### src/rtl/accum_seq_ctrl.sv
// accum_seq_ctrl: command-driven sequencer for the step-accumulator datapath (optional repeat mode: SEQ_REPEAT_EN)
module accum_seq_ctrl #(
    parameter int STEP_W = 8
) (
    input  logic              clk,
    input  logic              rst,
    input  logic              start,
    input  logic [STEP_W-1:0] n_steps,
    input  logic [STEP_W-1:0] tap_a,
    input  logic [STEP_W-1:0] tap_b,
    input  logic              hold,
    input  logic              abort,
    input  logic              auto_rpt,
    output logic              busy,
    output logic              done,
    output logic              acc_clr,
    output logic              acc_en,
    output logic [STEP_W-1:0] step,
    output logic              load_a,
    output logic              load_b
);
    typedef enum logic [1:0] {IDLE, CLEAR, RUN, DONE} state_t;
    state_t state_q, state_d;
    logic [STEP_W-1:0] step_q, step_d, n_q, n_d, ta_q, ta_d, tb_q, tb_d;
    logic load_a_q, load_a_d, load_b_q, load_b_d, rpt_q, rpt_d, run_en, last, again;
    assign run_en  = state_q == RUN && !hold && !abort;
    assign last    = step_q == n_q - STEP_W'(1);
    assign busy    = state_q != IDLE;
    assign done    = state_q == DONE;
    assign acc_clr = state_q == CLEAR;
    assign acc_en  = run_en;
    assign step    = step_q;
    assign load_a  = load_a_q;
    assign load_b  = load_b_q;
`ifdef SEQ_REPEAT_EN
    assign again = rpt_q;
`else
    logic unused_rpt;
    assign unused_rpt = rpt_q;
    assign again = 1'b0;
`endif
    // next state, step counter, latched command fields and strobe set-up
    always_comb begin
        state_d  = state_q;
        step_d   = step_q;
        n_d      = n_q;
        ta_d     = ta_q;
        tb_d     = tb_q;
        rpt_d    = rpt_q;
        load_a_d = run_en && step_q == ta_q;
        load_b_d = run_en && step_q == tb_q;
        if (state_q == IDLE) begin
            if (start) begin
                state_d = CLEAR;
                step_d  = '0;
                n_d     = n_steps;
                ta_d    = tap_a;
                tb_d    = tap_b;
                rpt_d   = auto_rpt;
            end
        end else if (abort) begin
            state_d = IDLE;
            step_d  = '0;
        end else if (state_q == CLEAR) begin
            state_d = n_q == '0 ? DONE : RUN;
            step_d  = '0;
        end else if (state_q == RUN) begin
            if (!hold) begin
                state_d = last ? DONE : RUN;
                step_d  = last ? '0 : step_q + STEP_W'(1);
            end
        end else begin
            state_d = again ? CLEAR : IDLE;
        end
    end
    // state and datapath-facing registers
    always_ff @(posedge clk) begin
        if (rst) begin
            state_q  <= IDLE;
            step_q   <= '0;
            n_q      <= '0;
            ta_q     <= '0;
            tb_q     <= '0;
            rpt_q    <= 1'b0;
            load_a_q <= 1'b0;
            load_b_q <= 1'b0;
        end else begin
            state_q  <= state_d;
            step_q   <= step_d;
            n_q      <= n_d;
            ta_q     <= ta_d;
            tb_q     <= tb_d;
            rpt_q    <= rpt_d;
            load_a_q <= load_a_d;
            load_b_q <= load_b_d;
        end
    end
endmodule

### config.mk
export PLATFORM = sky130hd
export DESIGN_NAME = accum_seq_ctrl
export DESIGN_NICKNAME = d
export VERILOG_FILES = /design/src/rtl/accum_seq_ctrl.sv
export SDC_FILE = /design/constraint.sdc
export NUM_CORES = 1
export LEC_CHECK = 0
export CORE_ASPECT_RATIO = 1.75
export CORE_MARGIN = 5
export CORE_UTILIZATION = 43
export CTS_CLUSTER_DIAMETER = 150
export DETAILED_ROUTE_END_ITERATION = 12
export GPL_ROUTABILITY_DRIVEN = 0
export PLACE_DENSITY_LB_ADDON = 0.12
export SLEW_MARGIN = 20
export SYNTH_ARGS = -nofsm -noshare
export SYNTH_HDL_FRONTEND = slang
export SYNTH_SLANG_ARGS = --single-unit
### constraint.sdc
create_clock -name clk -period 5.9 [get_ports clk]
set_clock_uncertainty 0.15 [all_clocks]
set_input_delay 1.18 -clock clk [delete_from_list [all_inputs] [get_ports clk]]
set_output_delay 1.18 -clock clk [all_outputs]
set_load 0.1 [all_outputs]
==> impl_metrics.csv <==
group,metric,value,unit
logic_synthesis,syn_nets,287,
die,fp.dieW,61.3,um
clocking,cts_tree,"done",
clocking,htreeDepth,2,
clocking,clock_sinks,36,
die,io_pins,44,
status,status,"finished, final reports clean",
logic_synthesis,syn_inst,251,
sta,hold_viol_final,0,
logic_synthesis,ys_ff_latch,36,
logic_synthesis,yosysWarnings,0,
place,place_ws,1.54,ns
die,die-area,6120,um^2
critical_path,crit_fanout,3,
clocking,cts_made_buffers,5,
critical_path,slowest_stage,"clkdlybuf4s50_1",
finish,seqCellArea,721,um^2
logic_synthesis,synth_area,1980,um^2
pwr,swShare,29.8,%
finish,n_antenna_cell,0,
worst_hold_path,hold_class,"reg2reg",
critical_path,crit_chain,"clkdlybuf4s50_1 > nand2b_1 > nor2_1 > clkdlybuf4s50_1",
grt,grt_max_degree,30,
sta,holdWs,0.318,ns
drt,drt_pass1_iterations,5,
critical_path,cpMostUsedCell,"clkdlybuf4s50_1",
place,dp_hpwl,3330,um
drt,drc,0,
sta,setup_ws,1.54,ns
pwr,pwr-share-clk,34.9,%
pwr,pwr_density_cell,270,nW/um^2
finish,synthToLayoutAreaGrowth,27.7,%
critical_path,crit_arrival,3.03,ns
logic_synthesis,ys_seq_area_share,36.4,%
critical_path,critPathMaxStageDelay,1.14,ns
grt,grt_pass1_wl,7570,um
finish,num-nets-final,320,
logic_synthesis,synth_top_area_share,36.4,%
worst_hold_path,whs_path_depth,2,
pwr,p_seq_share,40.6,%
sta,setup_viol,0,
worst_hold_path,holdCritStartpoint,"tb_q[7]$_SDFFE_PP0P_",
sta,grt_setup_unrepaired,"false",
logic_synthesis,synthTopCellsByArea,"dfxtp_1 36%, xnor2_1 10%, nand2_1 9.7%",
sta,min_period_over_period,73.9,%
clocking,clock_latency,0.29,ns
drt,vias,1825,
critical_path,rr_endpoint,"state_q[0]$_SDFFE_PP0P_",
finish,multi_input_area,1150,um^2
clocking,postCtsSetupBuffers,0,
logic_synthesis,netlist-cell-type-count,42,
sta,fmax,0.229,GHz
grt,grt_pass1_vias,1639,
sta,worst_pin_slew,0.968,ns
die,core-area,4440,um^2
worst_hold_path,min_to,"tb_q[7]$_SDFFE_PP0P_",
logic_synthesis,synth-edff-count,0,
clocking,holdBufCountCts,0,
pwr,ir_worst_vdd,0.000182,V
finish,final_cell_mix,"51 x nand2_1, 42 x clkdlybuf4s50_1, 36 x dfxtp_1",
pwr,combPwrFrac,24.5,%
place,port_buffers,42,
job,cap_viol_max_count,0,
drt,drtIter0Drc,39,
pwr,power.switching,203,uW
critical_path,end_kind,"primary output",
logic_synthesis,synth_largest_area_cell,"dfxtp_1",
pwr,intPower,479,uW
grt,grt-ovfl-total,0,
clocking,cts_resized,0,
drt,wl_per_cell,13.9,um
finish,fillers,419,
critical_path,worstSetupPathType,"in2out",
clocking,clk_pin_slew,0.07,ns
grt,antenna_found_initial,0,
sta,period_minus_slack,4.36,ns
critical_path,r2r_start,"n_q[0]$_SDFFE_PP0P_",
logic_synthesis,synth_ff_type,"dfxtp_1",
die,fp-row-count,32,
critical_path,required,4.57,ns
critical_path,reg2reg_setup_slack,3.47,ns
sta,slew_headroom,35.2,%
clocking,cts_root_buffer,"clkbuf_8",
logic_synthesis,synth.avg_cell_area,7.90,um^2
clocking,cts_max_path_buffers,2,
finish,final_common_cell,"nand2_1",
die,die_h,99.8,um
drt,drt_wl_total,4670,um
die,initial_core_util,44.6,%
drt,drtAntennaViolNets,0,
sta,maxSlewViolCount,0,
sta,fin_setup_tns,0,ns
critical_path,reg2reg_depth,7,
critical_path,crit_path_start_kind,"input port",
finish,drive_gt1_share,6.67,%
grt,gr-usage-all-layers,16.3,%
pwr,p_leak,0.000911,uW
drt,vias_per_cell,5.43,
logic_synthesis,async_flop_share,0,%
state kept, by name (all words and copies together), names as in the netlist:
| name | flops |
|---|---|
| state_q | 2 |
| tb_q | 8 |
| load_a | 1 |
| load_b | 1 |
| n_q | 8 |
| ta_q | 8 |
| step | 8 |
how the worst max path moves through the flow:
stage	slack [ns]	endpoint	from	depth (start not counted)
4_1_cts	1.53	acc_en	abort	4
2_1_floorplan	1.99	acc_en	abort	2
5_1_grt	1.50	acc_en	abort	4
3_3_place_gp	1.53	acc_en	abort	4
3_5_place_dp	1.54	acc_en	abort	4
6_report	1.54	acc_en	abort	4
worst max-delay path, delay by kind of cell:
family / cells / cell delay [ns]
buffers and inverters: 2 / 1.58
and+or+nand+nor: 2 / 0.27
power groups by stage:
stage               Combinational, uW  Clock [uW]  Sequential, uW
floorplan                         120           0             285
CTS                               169         243             277
detailed placement                169           0             283
global route                      183         249             279
global placement                  166           0             283
finish                            167         238             277
synthesized netlist by cell type (2+ instances only):
library cell / number
nand2_1: 51
dfxtp_1: 36
a21oi_1: 34
xnor2_1: 23
clkbuf_1: 11
inv_1: 8
nand3_1: 8
nor2_1: 8
and3_1: 6
ha_1: 6
nor3_1: 6
o2111ai_1: 5
or2_2: 5
buf_2: 4
nand2b_1: 4
nand4_1: 4
o21ai_0: 3
a211oi_1: 2
a41oi_1: 2
nand3b_1: 2
xor2_1: 2
logic make-up (layout without fill, tap and decap cells):
kind of cell / Yosys count / in the layout / synth area share [%]
buffers and inverters: 26 / 60 / 5.43
adder cells (fa/ha/maj): 6 / 6 / 3.79
XOR/XNOR: 25 / 25 / 11.0
flip-flops: 36 / 36 / 36.4
AND/OR/NAND/NOR: 101 / 101 / 24.8
AO/OA/AOI/OAI: 57 / 57 / 18.6
routing by layer:
| layer | vias to the layer above | wire length [um] | GRT usage [%] |
|---|---|---|---|
| li1 | 928 | - | - |
| met1 | 849 | 2000 | 20.1 |
| met3 | 8 | 180 | 2.70 |
| met2 | 40 | 2390 | 27.2 |
| met4 | 0 | 97 | 6.84 |
| met5 | - | 0 | 0 |
layout make-up:
cell class,count,share of cell area [%]
Clock buffer,7,3.81
Clock inverter,1,1.19
Inverter,8,1.19
Multi-Input combinational cell,189,45.6
Sequential cell,36,28.5
Tap cell,51,2.52
Timing Repair Buffer,44,17.2
per-stage QoR:
step                      cell area [um^2]  power (uW)  instances  util [%]
after floorplan                       1980         404        251         -
after global placement                2400         449        328      54.1
after detailed placement              2400         452        328      54.1
after CTS                             2530         690        336      56.9
after global routing                  2530         711        336      56.9
final                                 2530         682        336      56.9
Power figures use the tool's default switching activity.
==> edit, RTL diff (same flow settings) <==
The parameter `STEP_W` goes from 8 to 12.
--- a/src/rtl/accum_seq_ctrl.sv
+++ b/src/rtl/accum_seq_ctrl.sv
@@ -1,5 +1,5 @@
 // accum_seq_ctrl: command-driven sequencer for the step-accumulator datapath (optional repeat mode: SEQ_REPEAT_EN)
 module accum_seq_ctrl #(
-    parameter int STEP_W = 8
+    parameter int STEP_W = 12
 ) (
     input  logic              clk,
Interface: changed (resized n_steps, step, tap_a and tap_b); port bits go from 44 to 60. The function was not compared with the original's and may differ.
==> edit against the original RTL <==
Sequential cell count is 16 higher. Final area up 36%. Worst hold slack better by 0.0041 ns. Area after synthesis rose by 39%. Maximum frequency increased by 0.75%. Setup slack improved by 0.033 ns. Register-to-register slack got worse by 0.45 ns. Critical path depth is the same. Total power increased by 10%. Via count rose by 38%. Routed wire length rose by 51%. Sequential share of layout area up 1.7 points. Count of clock-buffer cells in the layout grew 1.
==> edit: results (changes against the original RTL) <==
Synthesis:
- The share of synthesized area occupied by flip-flops and latches is 0.378 (+0.0140).
- By count the netlist is led by 84 x nand2_1, 52 x dfxtp_1, 48 x a21oi_1.
- Ranked by total cell area, the synthesized netlist is headed by dfxtp_1 38%, nand2_1 11%, xnor2_1 9.9%, a21oi_1 8.7%, clkbuf_1 3.3%.
- The synthesized net count was 407 (+42%).
- The synthesized-area fraction occupied by adder cells came to 0.0272 (-0.0106).
- The post-synthesis mux area share is 0.00726 (+0.00726).
- The share of the synthesized area in compound gates (AO/OA/AOI/OAI) was 0.146 (-0.0394).
- The number of distinct library cells after synthesis is 43 (+2.4%).
- The count of mapped cells out of synthesis was 359 (+43%).

Cells and area:
- The fraction of final layout cells sized beyond drive strength 1 is 0.0349 (-0.0318).
- The net count of the finished layout came to 448 (+40%).
- The number of inserted filler cells in the final layout is 616 (+47%).
- The number of cells in the finished layout apart from fillers is 481 (+43%).

Pwr:
- The worst vdd rail ir drop came to 0.000180 V (-1.4%).
- The static leakage is 1.27 nW (+39%).
- The switching power as a share of total power came to 0.284 (-0.0142).

Detailed routing:
- The detailed-router iteration count before antenna repair is 4 (-1).
- The final wirelength came to 7040 um (+51%).
- The number of violations reported at the end of detailed-routing iteration 0 came to 196 (+400%).
- The routed via count divided by cell count is 5.25 (-3.3%).

Placement:
- The count of input and output buffers was 58 (+38%).
- The number of placed instances, taps included came to 473 (+44%).

STA:
- The transition time at the pin with the least slew margin was 0.992 ns (+0.0236 ns).

Global routing:
- The first-pass GRT wire length came to 11400 um (+51%).
- The number of global-route vias before repair is 2439 (+49%).
- The largest net degree at the start of global routing is 37 (+23%).

Run status:
- The flow ran to the end, and the final reports show no timing, DRC or antenna violations.

Worst hold path:
- The startpoint identified for the worst hold timing path is ta_q[6].
[edit: cells by family after synthesis]
| group | after synthesis |
|---|---|
| adders and majority gates | 6 |
| muxes | 2 |
| DFF | 52 |
| AOI/OAI and AO/OA | 70 |
| xor gates and xnor gates | 40 |
| and+or+nand+nor | 149 |
| buffers and inverters | 40 |
[edit: final timing paths]
check            end  slack (ns)  cells past startpoint
max           acc_en        1.57                      4
max reg2reg  step[9]        3.02                     10
min          ta_q[6]        0.32                      2
min reg2reg  ta_q[6]        0.32                      2
[edit: layer usage]
metal  track usage  vias up  share of wire
met5             0        -              0
met3        0.0260       20          0.038
met4         0.101        0          0.046
met1         0.200     1159           0.41
met2         0.317       58           0.50
li1              -     1289              -
[edit: critical path, cell delays in order]
cell             delay [ns]
clkdlybuf4s50_1        0.43
nand2b_1               0.16
nor2_1                 0.09
clkdlybuf4s50_1        1.13
[edit: metrics by stage]
stage / setup slack, ns / area (um2)
floorplan: 2.00 / 2760
global placement: 1.56 / 3360
detailed placement: 1.57 / 3360
CTS: 1.56 / 3450
global route: 1.51 / 3450
finish: 1.57 / 3450
[edit: final cells by class]
type / count / area [um2] / share of cell area
sequential: 52 / 1040 / 0.302
inverter: 12 / 45.0 / 0.0131
clock buffer: 8 / 90.1 / 0.0261
timing repair buffer: 62 / 611 / 0.177
tap: 80 / 100 / 0.0290
multi-input combinational: 267 / 1560 / 0.453
[edit: power groups by stage]
stage | registers, mW | clock network, mW | logic [mW]
after floorplan | 0.391 | 0 | 0.106
after global placement | 0.395 | 0 | 0.153
after detailed placement | 0.396 | 0 | 0.156
after CTS | 0.387 | 0.215 | 0.157
after global routing | 0.390 | 0.229 | 0.173
final | 0.387 | 0.209 | 0.156
